[config.mk]
export PLATFORM = sky130hd
export DESIGN_NAME = mems_spi_arbiter
export DESIGN_NICKNAME = d
export VERILOG_FILES = /design/src/rtl/mems_spi_arbiter.sv
export SDC_FILE = /design/constraint.sdc
export NUM_CORES = 1
export LEC_CHECK = 0
export BUFFER_PORTS_ARGS = -buffer_cell sky130_fd_sc_hd__buf_2
export CAP_MARGIN = 20
export CORE_MARGIN = 2
export CORE_UTILIZATION = 50
export DETAILED_ROUTE_END_ITERATION = 6
export GPL_TIMING_DRIVEN = 1
export PLACE_DENSITY = 0.74
export SLEW_MARGIN = 30
export SYNTH_ARGS = -nofsm -noshare
export SYNTH_HDL_FRONTEND = slang
export SYNTH_SLANG_ARGS = --single-unit
[constraint.sdc]
create_clock -name clk -period 3.89 [get_ports clk]
set_input_delay 0.389 -clock clk [delete_from_list [all_inputs] [get_ports clk]]
set_output_delay 0.389 -clock clk [all_outputs]
set_load 0.01 [all_outputs]
[src/rtl/mems_spi_arbiter.sv]
// Two-requester arbiter for the MEMS DAC SPI master: start at T -> busy T+1, grant T+2, spi_start T+3; one word buffered per slot,
// extra starts are dropped. Requester 0 has priority, bounded by MAX_CONSEC. Optional watchdog: MEMS_SPI_ARB_WATCHDOG_EN.
module mems_spi_arbiter #(
  parameter int DATA_W     = 24,
  parameter int MAX_CONSEC = 8,
  parameter int TIMEOUT    = 1023
) (
  input  logic              clk,
  input  logic              rst,
  input  logic              req0_start,
  input  logic [DATA_W-1:0] req0_data,
  output logic              req0_busy,
  input  logic              req1_start,
  input  logic [DATA_W-1:0] req1_data,
  output logic              req1_busy,
  output logic              spi_start,
  output logic [DATA_W-1:0] spi_data,
  input  logic              spi_busy,
  output logic [1:0]        grant,
  output logic [1:0]        req_drop,
  output logic              timeout_err
);

  typedef enum logic [1:0] {IDLE, ISSUE, WAIT_BUSY, WAIT_DONE} state_t;

  state_t            state, state_nxt;
  logic [DATA_W-1:0] buf0, buf1;
  logic              vld0, vld1;
  logic [7:0]        consec;
  logic              idle_ok;
  logic              pick1, go, done, wd_fire;
  logic              spi_start_d;
  logic [1:0]        grant_d;
  logic [DATA_W-1:0] spi_data_d;

  assign pick1 = vld1 && (!vld0 || consec == 8'(MAX_CONSEC));
  // idle_ok: the previous cycle was IDLE with the SPI master quiet, so a
  // transfer still running across a reset is never overlapped.
  assign go    = (state == IDLE) && idle_ok && (vld0 || vld1);
  assign done  = ((state == WAIT_DONE) && !spi_busy) || wd_fire;

`ifdef MEMS_SPI_ARB_WATCHDOG_EN
  localparam int WD_W = $clog2(TIMEOUT + 1);
  logic [WD_W-1:0] wd_cnt;

  assign wd_fire = ((state == WAIT_BUSY) || (state == WAIT_DONE)) &&
                   (wd_cnt == WD_W'(TIMEOUT - 1));

  always_ff @(posedge clk or posedge rst) begin
    if (rst) begin
      wd_cnt      <= '0;
      timeout_err <= 1'b0;
    end else begin
      if (state_nxt != state || !((state == WAIT_BUSY) || (state == WAIT_DONE)))
        wd_cnt <= '0;
      else
        wd_cnt <= wd_cnt + 1'b1;
      if (wd_fire)
        timeout_err <= 1'b1;
    end
  end
`else
  logic unused_timeout;
  assign unused_timeout = ^TIMEOUT;
  assign wd_fire        = 1'b0;
  assign timeout_err    = 1'b0;
`endif

  always_ff @(posedge clk or posedge rst) begin
    if (rst) state <= IDLE;
    else     state <= state_nxt;
  end

  always_comb begin
    state_nxt = state;
    case (state)
      IDLE:      if (go) state_nxt = ISSUE;
      ISSUE:     state_nxt = WAIT_BUSY;
      WAIT_BUSY: if (wd_fire) state_nxt = IDLE;
                 else if (spi_busy) state_nxt = WAIT_DONE;
      WAIT_DONE: if (done) state_nxt = IDLE;
      default:   state_nxt = IDLE;
    endcase
  end

  always_comb begin
    spi_start_d = (state == ISSUE);
    grant_d     = grant;
    spi_data_d  = spi_data;
    if (go) begin
      grant_d    = pick1 ? 2'b10 : 2'b01;
      spi_data_d = pick1 ? buf1 : buf0;
    end else if (done) begin
      grant_d    = 2'b00;
    end
  end

  always_ff @(posedge clk or posedge rst) begin
    if (rst) begin
      spi_start <= 1'b0;
      spi_data  <= '0;
      grant     <= 2'b00;
    end else begin
      spi_start <= spi_start_d;
      spi_data  <= spi_data_d;
      grant     <= grant_d;
    end
  end

  // A start on the completion cycle still sees the slot valid and is dropped.
  always_ff @(posedge clk or posedge rst) begin
    if (rst) begin
      vld0     <= 1'b0;
      vld1     <= 1'b0;
      buf0     <= '0;
      buf1     <= '0;
      req_drop <= 2'b00;
      idle_ok  <= 1'b0;
    end else begin
      req_drop <= {req1_start & vld1, req0_start & vld0};
      idle_ok  <= (state == IDLE) && !spi_busy;
      if (req0_start && !vld0) begin
        vld0 <= 1'b1;
        buf0 <= req0_data;
      end else if (done && grant[0]) begin
        vld0 <= 1'b0;
      end
      if (req1_start && !vld1) begin
        vld1 <= 1'b1;
        buf1 <= req1_data;
      end else if (done && grant[1]) begin
        vld1 <= 1'b0;
      end
    end
  end

  always_ff @(posedge clk or posedge rst) begin
    if (rst)
      consec <= 8'd0;
    else if (!vld1 || (go && pick1))
      consec <= 8'd0;
    else if (go && consec != 8'(MAX_CONSEC))
      consec <= consec + 8'd1;
  end

  assign req0_busy = vld0;
  assign req1_busy = vld1;

endmodule

### Yosys cells after proc, flatten, opt, wreduce, memory -nomap -nowiden

Index checks and enable logic that the tools add are counted.

| storage, ports and cells | value |
|---|---|
| output and inout port bits | 32 |
| flip-flop bits (word level) | 90 |
| bits of input ports | 53 |
| word-level logic and storage cells | 58 |

| cells by class | value |
|---|---|
| reductions and logical operators | 23 |
| muxes and demuxes | 13 |
| bitwise gates (word level) | 2 |
| add/subtract/negate cells | 1 |
| equality and inequality tests | 8 |

Operators by type and width:

| cell | number |
|---|---|
| 24-bit two-way mux | 1 |
| 8-bit two-way mux | 2 |
| 1-bit logical AND | 11 |
| 2-bit two-way mux | 5 |
| 8-bit by 1-bit adder with 8-bit output, second input constant | 1 |
| 8-bit by 4-bit == test with 1-bit output, second input constant | 1 |
| 8-bit by 4-bit != test with 1-bit output, second input constant | 1 |
| 2-bit case mux with 4 select lines | 1 |
| 2-bit nonzero test | 4 |
| 2-bit != test, second input constant | 3 |
| 2-bit == test, second input constant | 2 |
| 1-bit two-way mux | 4 |
| 1-bit logical NOT | 3 |
| 1-bit logical OR | 3 |
| 3-bit AND reduction | 1 |
| 1-bit bitwise AND | 2 |
| 2-bit by 1-bit == test with 1-bit output, second input constant | 1 |
| 2-bit logical NOT | 1 |

### Depth between registers and ports, before layout

Gate-level depths: netlist of run 1.

| depth | value |
|---|---|
| depth in word-level cells | 6 |
| depth in mapped cells | 7 |
| depth with buffers taken out | 6 |

### Least setup slack after synthesis of run 1

Ideal clock, no wire load.

| path | value |
|---|---|
| path type | register to register |
| from | register consec[0] |
| to | register spi_data[8] |
| path buffers | 1 |
| library setup time | 0.118 ns |
| path slack | 2.201 ns |
| period minus slack after synthesis | 1.689 ns |
| stages on the path, launching flop included | 8 |
| required time | 3.772 ns |
| data arrival time | 1.571 ns |
| cell sequence | dfrtp_1 inv_1 ha_1 nor4b_4 a31oi_4 buf_6 a22o_1 a21o_1 |

| on the way | value |
|---|---|
| cells in the longest elaborated chain, start to end | 4 |

Ends and longest elaborated chain:

| what | RTL line | source |
|---|---|---|
| from (decl) | 29 | `logic [7:0] consec;` |
| from (signal assigned) | 143 | `consec <= consec + 8'd1;` |
| 8-bit by 4-bit == test with 1-bit output | 36 | `assign pick1 = vld1 && (!vld0 \|\| consec == 8'(MAX_CONSEC));` |
| 1-bit logical OR | 36 |  |
| 1-bit logical AND | 36 |  |
| 24-bit two-way mux | 92 | `spi_data_d = pick1 ? buf1 : buf0;` |
| to (signal assigned) | 105 | `spi_data <= spi_data_d;` |
| to (decl) | 17 | `output logic [DATA_W-1:0] spi_data,` |

Every way passes these cells.
A chain may end at the register's enable or synchronous reset.

### Final worst setup path of run 1

| path | value |
|---|---|
| from | register consec[0] |
| to | register spi_data[13] |

Same word-level chain as after synthesis.

==> impl_metrics.tcl, run 1 <==
set metrics [dict create \
    outcome "finished, final reports clean" \
    synth_top_area_share_pct 58.56 \
    regArea_um2 2252 \
    port_buffers 83 \
    power_density_nw_per_um2 705.0 \
    relSlewSlack_pct 45.62 \
    drv_cap 0 \
    numClockSinks 90 \
    path_clk_slew_ns 0.09 \
    worstMarginPinSlew_ns 0.8157 \
    cts_tree "done" \
    numCtsBuffers 9 \
    grt_pass1_wl_um 12650 \
    power_w 0.003178 \
    syn-cell-area_um2 3846 \
    async_reset_ff_share_pct 100.0 \
    first_iter_violations 104 \
    cp_data_required_time_ns 4.17 \
    end_kind "register" \
    ys.flop_type "dfrtp_1" \
    chipWidth_um 91.71 \
    rsz0062_at_grt "no" \
    synth_cell_type_count 37 \
    critPathMaxFanout 27 \
    synth-edff-count 0 \
    clockRootBuffer "clkbuf_8" \
    fin_crit_ns 2.107 \
    grt_overflow 0 \
    die_height_um 91.71 \
    drive_gt1_share_pct 46.30 \
    ys_warn_count 0 \
    multi_input_area_um2 1461 \
    p_leak_nw 2.317 \
    n_antenna_cell 0 \
    slew_viol_final 0 \
    wl_per_cell_um 16.38 \
    remaining_drc_errors 0 \
    cts_resized 0 \
    synth_nets 339 \
    setup-violations-final 0 \
    start_util_pct 52.19 \
    antenna_found_initial 0 \
    fin_skew_ns 0.01132 \
    yosys-top-cells-area "dfrtp_1, mux2_2, a22o_1, a21o_1, ha_1" \
    ctsHoldBuffers 0 \
    die_area_um2 8410 \
    vdd_drop_max_uv 344.4 \
    grtUsageTotal_pct 19.24 \
    dr.pass1.iters 4 \
    vias 2496 \
    hp-class "input pin to asynchronous set/reset pin" \
    yosys.area.top_type "dfrtp_1" \
    dp_slack_ns 1.783 \
    post_cts_buffers 0 \
    min_period_over_period_pct 54.18 \
    io_pins 85 \
    coreArea_um2 7370 \
    grt_max_degree 65 \
    critPathKind "register to register" \
    syn_inst 279 \
    tns_ns 0 \
    grt_pass1_vias 2561 \
    final_antenna_net_count 0 \
    wirelength_um 7600 \
    max_freq_ghz 0.4745 \
    crit_path_start_kind "register" \
    ys_seq_area_share_pct 58.56 \
    via_per_inst 5.379 \
    hold_viol 0 \
    setup_slack_ns 1.783 \
    row_count 31 \
    routabilityCongestion 0.7647 \
    htree_levels 3 \
    clockBufferDepth 2 \
    dp_hpwl_um 5122 \
    clk_latency_ns 0.35 \
    nFillCells 609 \
    syn_avg_cell_area_um2 13.79 \
    area_growth_pct 17.18 \
    worstPathArrival_ns 2.39 \
    ys_ff_latch 90 \
    finalNetCount 420 \
]
==> synthesized netlist by cell type (all sizes together), types with 2 or more instances <==
| library cell | number |
|---|---|
| o21ai | 5 |
| nor3b | 3 |
| buf | 13 |
| inv | 8 |
| a21oi | 4 |
| a21o | 28 |
| nor2b | 5 |
| a31oi | 3 |
| and2 | 2 |
| nor2 | 5 |
| mux2 | 49 |
| nand3 | 7 |
| dfrtp | 90 |
| nor3 | 2 |
| o22a | 2 |
| ha | 7 |
| clkbuf | 4 |
| xor2 | 2 |
| nand2 | 5 |
| and4 | 2 |
| a22o | 25 |
==> registers in the layout, indices dropped and copies added (netlist names) <==
| name | cells |
|---|---|
| buf0 | 24 |
| buf1 | 24 |
| consec | 8 |
| grant | 2 |
| idle_ok | 1 |
| req0_busy | 1 |
| req1_busy | 1 |
| req_drop | 2 |
| spi_data | 24 |
| spi_start | 1 |
| state | 2 |
==> worst paths after layout <==
path | startpoint | end | slack, ns | cells past startpoint
max in group asynchronous | rst | spi_data[13] | 3.02 | 3
min in group clk | spi_busy | idle_ok | 0.24 | 2
setup / recovery | consec[0] | spi_data[13] | 1.78 | 6
setup reg to reg | consec[0] | spi_data[13] | 1.78 | 6
hold / removal | rst | buf0[7] | 0.08 | 2
hold reg to reg | buf1[17] | spi_data[17] | 0.47 | 1
==> through the flow <==
step / area (µm²) / cells / hold slack, ns / util (%)
5_1_grt: 4507 / 464 / 0.1168 / 61.15
3_3_place_gp: 4314 / 448 / 0.4506 / 58.54
3_5_place_dp: 4318 / 448 / 0.4567 / 58.59
2_1_floorplan: 3846 / 279 / 0.4452 / -
4_1_cts: 4507 / 464 / 0.1036 / 61.15
6_report: 4507 / 464 / 0.08210 / 61.15
==> final cells by class <==
class                           count  share of cell area (%)
Sequential cell                    90                   49.97
Tap cell                           99                   2.748
Clock buffer                       11                   3.359
Multi-Input combinational cell    164                   32.43
Timing Repair Buffer               87                   9.883
Clock inverter                      5                  0.8329
Inverter                            8                  0.7773
==> cell families after synthesis <==
kind of cell / count (synthesis) / share of synthesized area, %
AOI/OAI and AO/OA: 71 / 15.09
xor gates and xnor gates: 3 / 0.6833
adders and majority gates: 7 / 2.277
buffers and inverters: 25 / 3.578
DFF: 90 / 58.56
muxes: 49 / 14.35
other: 1 / 0.09750
and+or+nand+nor: 33 / 5.367
==> layer usage <==
layer / wire, µm / part of all wire, % / track usage [%] / up-vias
li1: - / - / - / 1168
met1: 3452 / 45 / 25.71 / 1260
met2: 3706 / 49 / 31.31 / 61
met3: 371 / 4.9 / 4.437 / 7
met4: 70 / 0.92 / 6.343 / 0
met5: 0 / 0 / 0 / -
==> placed cells by master, fill, tap and decap left out, types with 3 or more instances in the layout <==
master    instances
a21o_1           22
dfrtp_1          90
nor2_1            5
clkbuf_8         11
inv_1             7
a21o_2            6
o21ai_0           5
a21oi_1           3
mux2_2           49
ha_1              7
buf_4             4
nor2b_1           3
a22o_1           25
nand3_1           7
nand2_1           4
buf_2            83
==> power breakdown <==
group	switching (W)	internal (W)	total, W
registers	0.000247	0.00135	0.00159
clock network	0.000328	0.000270	0.000597
logic	0.000409	0.000578	0.000986
total	0.000984	0.00219	0.00318
==> critical path: stages (launching register included) <==
cell	delay, ns
dfrtp_1	0.43
inv_1	0.10
ha_1	0.15
nor4b_4	0.33
nand2_2	0.11
a21oi_4	0.67
a21o_2	0.24
(Power assumes the default switching activity.)
==> run 2: changes to the inputs <==
- ABC_AREA: unset -> 1
- clock period: 3.89 -> 2.2 ns (I/O delays scaled with it)
==> run 2 against run 1 <==
Critical path depth rose by 1. Largest cell class unchanged. Critical path type unchanged. Die area is 0.94% higher. Final cell count increased by 19%. Routed wire length up 7.4%. Highest routed layer unchanged.
==> impl_metrics.tcl, run 2 <==
set metrics [dict create \
    via_per_inst 5.208 \
    final_core_util_pct 61.64 \
    end_kind "register" \
    async_reset_ff_share_pct 100.0 \
    post_cts_buffers 0 \
    rsz0062_at_grt "no" \
    final_antenna_net_count 0 \
    outcome "finished, final reports clean" \
    htree_levels 3 \
    power_density_nw_per_um2 1235 \
    port_buffers 83 \
    hp-class "input pin to register" \
    slew_viol_final 0 \
    ys_seq_area_share_pct 57.99 \
    cp_data_required_time_ns 2.42 \
    numCtsBuffers 9 \
    synth-edff-count 0 \
    fin_crit_ns 1.820 \
    regArea_um2 2252 \
    ys_ff_latch 90 \
    area_growth_pct 20.75 \
    rr_startpoint "state[0]" \
    syn_inst 356 \
    synth_nets 416 \
    die_height_um 92.14 \
    numClockSinks 90 \
    rrSetupSlack_ns 0.38 \
    wl_per_cell_um 14.76 \
    yosys-top-cells-area "dfrtp_1, mux2_2, nand3_1, nand2_1, ha_1" \
    crit_chain "inv_1, ha_1, inv_1, nor2_4, inv_2, nand2_1, o22ai_1" \
    min_period_over_period_pct 82.74 \
    grt_max_degree 35 \
    die_area_um2 8489 \
    syn-cell-area_um2 3884 \
    hp-start "spi_busy" \
    grt_pass1_wl_um 13980 \
    antenna_found_initial 0 \
    drv_cap 0 \
    clk_latency_ns 0.36 \
    yosys.area.top_type "dfrtp_1" \
    synth_commonest_cells "dfrtp_1, nand3_1, nand2_1" \
    relSlewSlack_pct 66.26 \
    critPathMaxFanout 27 \
    critPathTopFamily "buffers and inverters" \
    row_count 32 \
    p_leak_nw 2.368 \
    syn_avg_cell_area_um2 10.91 \
    worstMarginPinSlew_ns 0.5027 \
    dr.pass1.iters 4 \
    cpMostUsedCell "inv_1" \
    worstPathArrival_ns 2.04 \
    rr_worst_depth 7 \
    critPathKind "register to register" \
    holdWs_ns 0.04825 \
    final_cell_mix "dfrtp_1, buf_2, nand3_1" \
    vias 2880 \
    cpPeakStageDelay_ns 0.42 \
    hold_viol 0 \
    yosysMostFrequentCell "dfrtp_1" \
    finalNetCount 506 \
    chipWidth_um 92.14 \
    remaining_drc_errors 0 \
    multi_input_area_um2 1455 \
    r2r_end "grant[1]" \
    clockRootBuffer "clkbuf_8" \
    clockBufferDepth 2 \
    path_clk_slew_ns 0.09 \
    coreArea_um2 7607 \
    grt_pass1_vias 3005 \
    hold_path_end "idle_ok" \
    max_freq_ghz 0.5494 \
    io_pins 85 \
    first_iter_violations 198 \
    slowest_stage "dfrtp_1" \
    whs_path_depth 2 \
    crit_buf_inv 3 \
    routabilityCongestion 0.8527 \
    synth_top_area_share_pct 57.99 \
    wirelength_um 8161 \
    tns_ns 0 \
    nFillCells 642 \
    synth_cell_type_count 28 \
    dp_hpwl_um 5741 \
    ys.flop_type "dfrtp_1" \
    fin_skew_ns 0.01124 \
    cts_tree "done" \
    grt_overflow 0 \
    start_util_pct 51.05 \
    grtUsageTotal_pct 20.94 \
    drive_gt1_share_pct 37.25 \
    crit_path_start_kind "register" \
    setup-violations-final 0 \
    layout_commonest_cell "dfrtp_1" \
    n_antenna_cell 0 \
    vdd_drop_max_uv 840.0 \
    top_regs "buf0: 24 flops, buf1: 24 flops, spi_data: 24 flops" \
    ys_warn_count 0 \
]
-- run 2: cell types whose count changed in the layout (fill, tap and decap cells not counted), moves of 4 or more --
cell / before / now
nand3_1: 7 / 82
nand2_1: 4 / 56
buf_4: 4 / 10
a22o_1: 25 / 0
inv_1: 7 / 17
nor2_1: 5 / 12
a21o_1: 22 / 0
a21o_2: 6 / 0
inv_2: 0 / 4
-- run 2: how the worst max path moves through the flow --
| stage | startpoint | endpoint | slack (ns) | depth (start not counted) |
|---|---|---|---|---|
| CTS | state[0] | grant[1] | 0.36 | 7 |
| global placement | state[0] | grant[1] | 0.49 | 7 |
| global route | state[0] | grant[1] | 0.12 | 7 |
| finish | state[0] | grant[1] | 0.38 | 7 |
| floorplan | consec[0] | spi_data[0] | 0.72 | 8 |
| detailed placement | state[0] | grant[1] | 0.38 | 7 |
-- run 2: repair_timing --
item                                   4_1_cts  5_1_grt
resized for setup                            0        0
endpoints found under the hold margin       13        0
hold buffers                                 1        0
-- run 2: area by class of cell --
type / count / area share [%]
Sequential cell: 90 / 48.03
Clock buffer: 9 / 2.641
Timing Repair Buffer: 95 / 11.10
Clock inverter: 7 / 2.641
Multi-Input combinational cell: 228 / 31.03
Inverter: 22 / 1.841
Tap cell: 102 / 2.721
-- run 2: per-stage QoR --
| stage | cells | power, W | cell area (µm²) | setup WS (ns) |
|---|---|---|---|---|
| final | 553 | 0.005793 | 4690 | 0.3798 |
| after global routing | 553 | 0.006160 | 4690 | 0.1186 |
| after CTS | 553 | 0.005834 | 4690 | 0.3592 |
| after detailed placement | 536 | 0.004458 | 4432 | 0.3766 |
| after global placement | 536 | 0.004362 | 4432 | 0.4873 |
| after floorplan | 356 | 0.003856 | 3887 | 0.7155 |
-- run 2: power by group --
group | total (W) | internal [W] | switching (W) | leakage, nW
registers | 0.00277 | 0.00236 | 0.000408 | 1.11
clock network | 0.00138 | 0.000765 | 0.000616 | 0.120
logic | 0.00164 | 0.000811 | 0.000833 | 1.14
total | 0.00579 | 0.00394 | 0.00186 | 2.37
-- run 2: layer usage --
| layer | track usage (%) | up-vias | part of all wire, % |
|---|---|---|---|
| met5 | 0 | - | 0 |
| met4 | 9.950 | 0 | 1.7 |
| met3 | 4.766 | 12 | 6.2 |
| met2 | 33.33 | 93 | 48 |
| met1 | 27.28 | 1397 | 44 |
| li1 | - | 1378 | - |
-- run 2: kinds of logic after synthesis --
family	Yosys count	share of synthesized area, %
XOR/XNOR	5	1.128
adder cells (fa/ha/maj)	7	2.255
multiplexers	48	13.92
flip-flops	90	57.99
AND/OR/NAND/NOR	157	18.46
other	1	0.09656
AO/OA/AOI/OAI	10	1.611
buffers and inverters	38	4.542
==> run 3: changes to the inputs <==
- ABC_AREA: 1 -> 0
- clock period: 2.2 -> 1.9 ns (I/O delays scaled with it)
==> run 3 against run 2 <==
Non-clock buffer count is 2 higher. Utilization increased by 1.9 points. Largest power group unchanged. Sequential power is 18% higher.
==> impl_metrics.tcl, run 3 (synthesis gave the netlist of run 1 again) <==
set metrics [dict create \
    outcome "finished, final reports clean" \
    finalNetCount 430 \
    dp_cells 457 \
    whs_path_depth 2 \
    cp_data_required_time_ns 2.20 \
    first_iter_violations 172 \
    fin_skew_ns 0.009729 \
    grt_pass1_vias 2614 \
    htree_levels 3 \
    grt_max_degree 91 \
    via_per_inst 5.405 \
    post_cts_buffers 0 \
    routabilityCongestion 0.7959 \
    port_buffers 83 \
    grt_use_met1_pct 24.43 \
    power_density_nw_per_um2 1458 \
    min_period_over_period_pct 95.56 \
    grt_use_met2_pct 32.29 \
    clk_latency_ns 0.36 \
    critPathKind "register to register" \
    vdd_drop_max_uv 759.7 \
    grt_pass1_wl_um 12780 \
    nFillCells 569 \
    antenna_found_initial 0 \
    critPathMaxFanout 21 \
    die_height_um 91.71 \
    chipWidth_um 91.71 \
    layout_commonest_cell "dfrtp_1" \
    remaining_drc_errors 0 \
    worstPathArrival_ns 2.12 \
    end_kind "register" \
    clockBufferDepth 2 \
    holdWs_ns 0.02846 \
    hold_viol 0 \
    grt_overflow 0 \
    fin_cells 474 \
    max_freq_ghz 0.5508 \
    dp_hpwl_um 5349 \
    final_antenna_net_count 0 \
    power_w 0.006831 \
    final_cell_mix "dfrtp_1, buf_2, mux2_2" \
    drv_cap 0 \
    wl_per_cell_um 16.82 \
    die_area_um2 8410 \
    slew_viol_final 0 \
    row_count 31 \
    grtUsageMet3_pct 6.245 \
    hp-class "input pin to register" \
    numClockSinks 90 \
    fin_crit_ns 1.816 \
    io_pins 85 \
    n_antenna_cell 0 \
    p_leak_nw 2.398 \
    start_util_pct 52.19 \
    setup-violations-final 0 \
    grtUsageTotal_pct 19.48 \
    dr.pass1.iters 5 \
    drive_gt1_share_pct 47.47 \
    vias 2562 \
    rr_worst_depth 8 \
    area_growth_pct 21.80 \
    path_clk_slew_ns 0.09 \
    cts_tree "done" \
    wirelength_um 7972 \
    top_regs "buf0: 24 flops, buf1: 24 flops, spi_data: 24 flops" \
    crit_path_start_kind "register" \
    clockRootBuffer "clkbuf_8" \
    coreArea_um2 7370 \
    numCtsBuffers 9 \
    grt.busiest_layer "met2" \
]
==> run 3: cell count changes in the layout (fill, tap and decap cells not counted), sizes merged, moves of 3 or more <==
cell,delta
inv,-15
a22o,+25
a31oi,+3
a21o,+28
nor2b,+5
nand3,-76
nor3b,+3
nand2,-52
nor2,-8
==> run 3: layout make-up <==
type                            instances  area [µm²]  area share (%)
Timing Repair Buffer                   97       573.1           12.23
Multi-Input combinational cell        164        1474           31.46
Clock inverter                          5       86.33           1.843
Sequential cell                        90        2252           48.08
Inverter                                8       33.78          0.7212
Clock buffer                           11       141.4           3.018
Tap cell                               99       123.9           2.644
==> run 3: critical path: stages (launching register included) <==
cell	delay (ns)
dfrtp_1	0.44
inv_1	0.11
ha_1	0.16
nor4b_4	0.26
buf_4	0.20
nand2_2	0.07
a21oi_4	0.20
buf_12	0.18
a21o_1	0.13
==> run 3: final timing paths <==
check / startpoint / slack, ns / end
min in group asynchronous: rst / 0.49 / buf0[7]
setup reg to reg: consec[0] / 0.08 / spi_data[19]
setup / recovery: consec[0] / 0.08 / spi_data[19]
max in group asynchronous: rst / 1.04 / buf1[20]
hold / removal: spi_busy / 0.03 / idle_ok
hold reg to reg: buf1[4] / 0.47 / spi_data[4]
==> run 3: repair_timing <==
action,4_1_cts,5_1_grt
hold buffers,1,0
setup endpoints to repair,0,1
hold endpoints to repair,90,0
resized for setup,0,2
==> run 3: routing by layer <==
layer | vias up | share of wire, %
li1 | 1186 | -
met1 | 1303 | 43
met2 | 60 | 51
met3 | 13 | 4.7
met4 | 0 | 1.6
met5 | - | 0
==> run 3: metrics by stage <==
step	setup WS [ns]	utilization, %	instance area (µm²)	TNS, ns
6_report	0.08431	63.57	4684	0
5_1_grt	-0.005941	63.57	4684	-0.005941
4_1_cts	0.09397	63.40	4672	0
3_5_place_dp	0.1274	60.17	4434	0
3_3_place_gp	0.2105	60.17	4434	0
2_1_floorplan	0.2109	-	3850	0
==> run 3: power breakdown <==
part | switching, W | total [W] | internal [W] | leakage [nW]
logic | 0.000861 | 0.00209 | 0.00123 | 1.17
registers | 0.000504 | 0.00326 | 0.00276 | 1.12
clock network | 0.000689 | 0.00148 | 0.000787 | 0.108
total | 0.00205 | 0.00683 | 0.00478 | 2.40
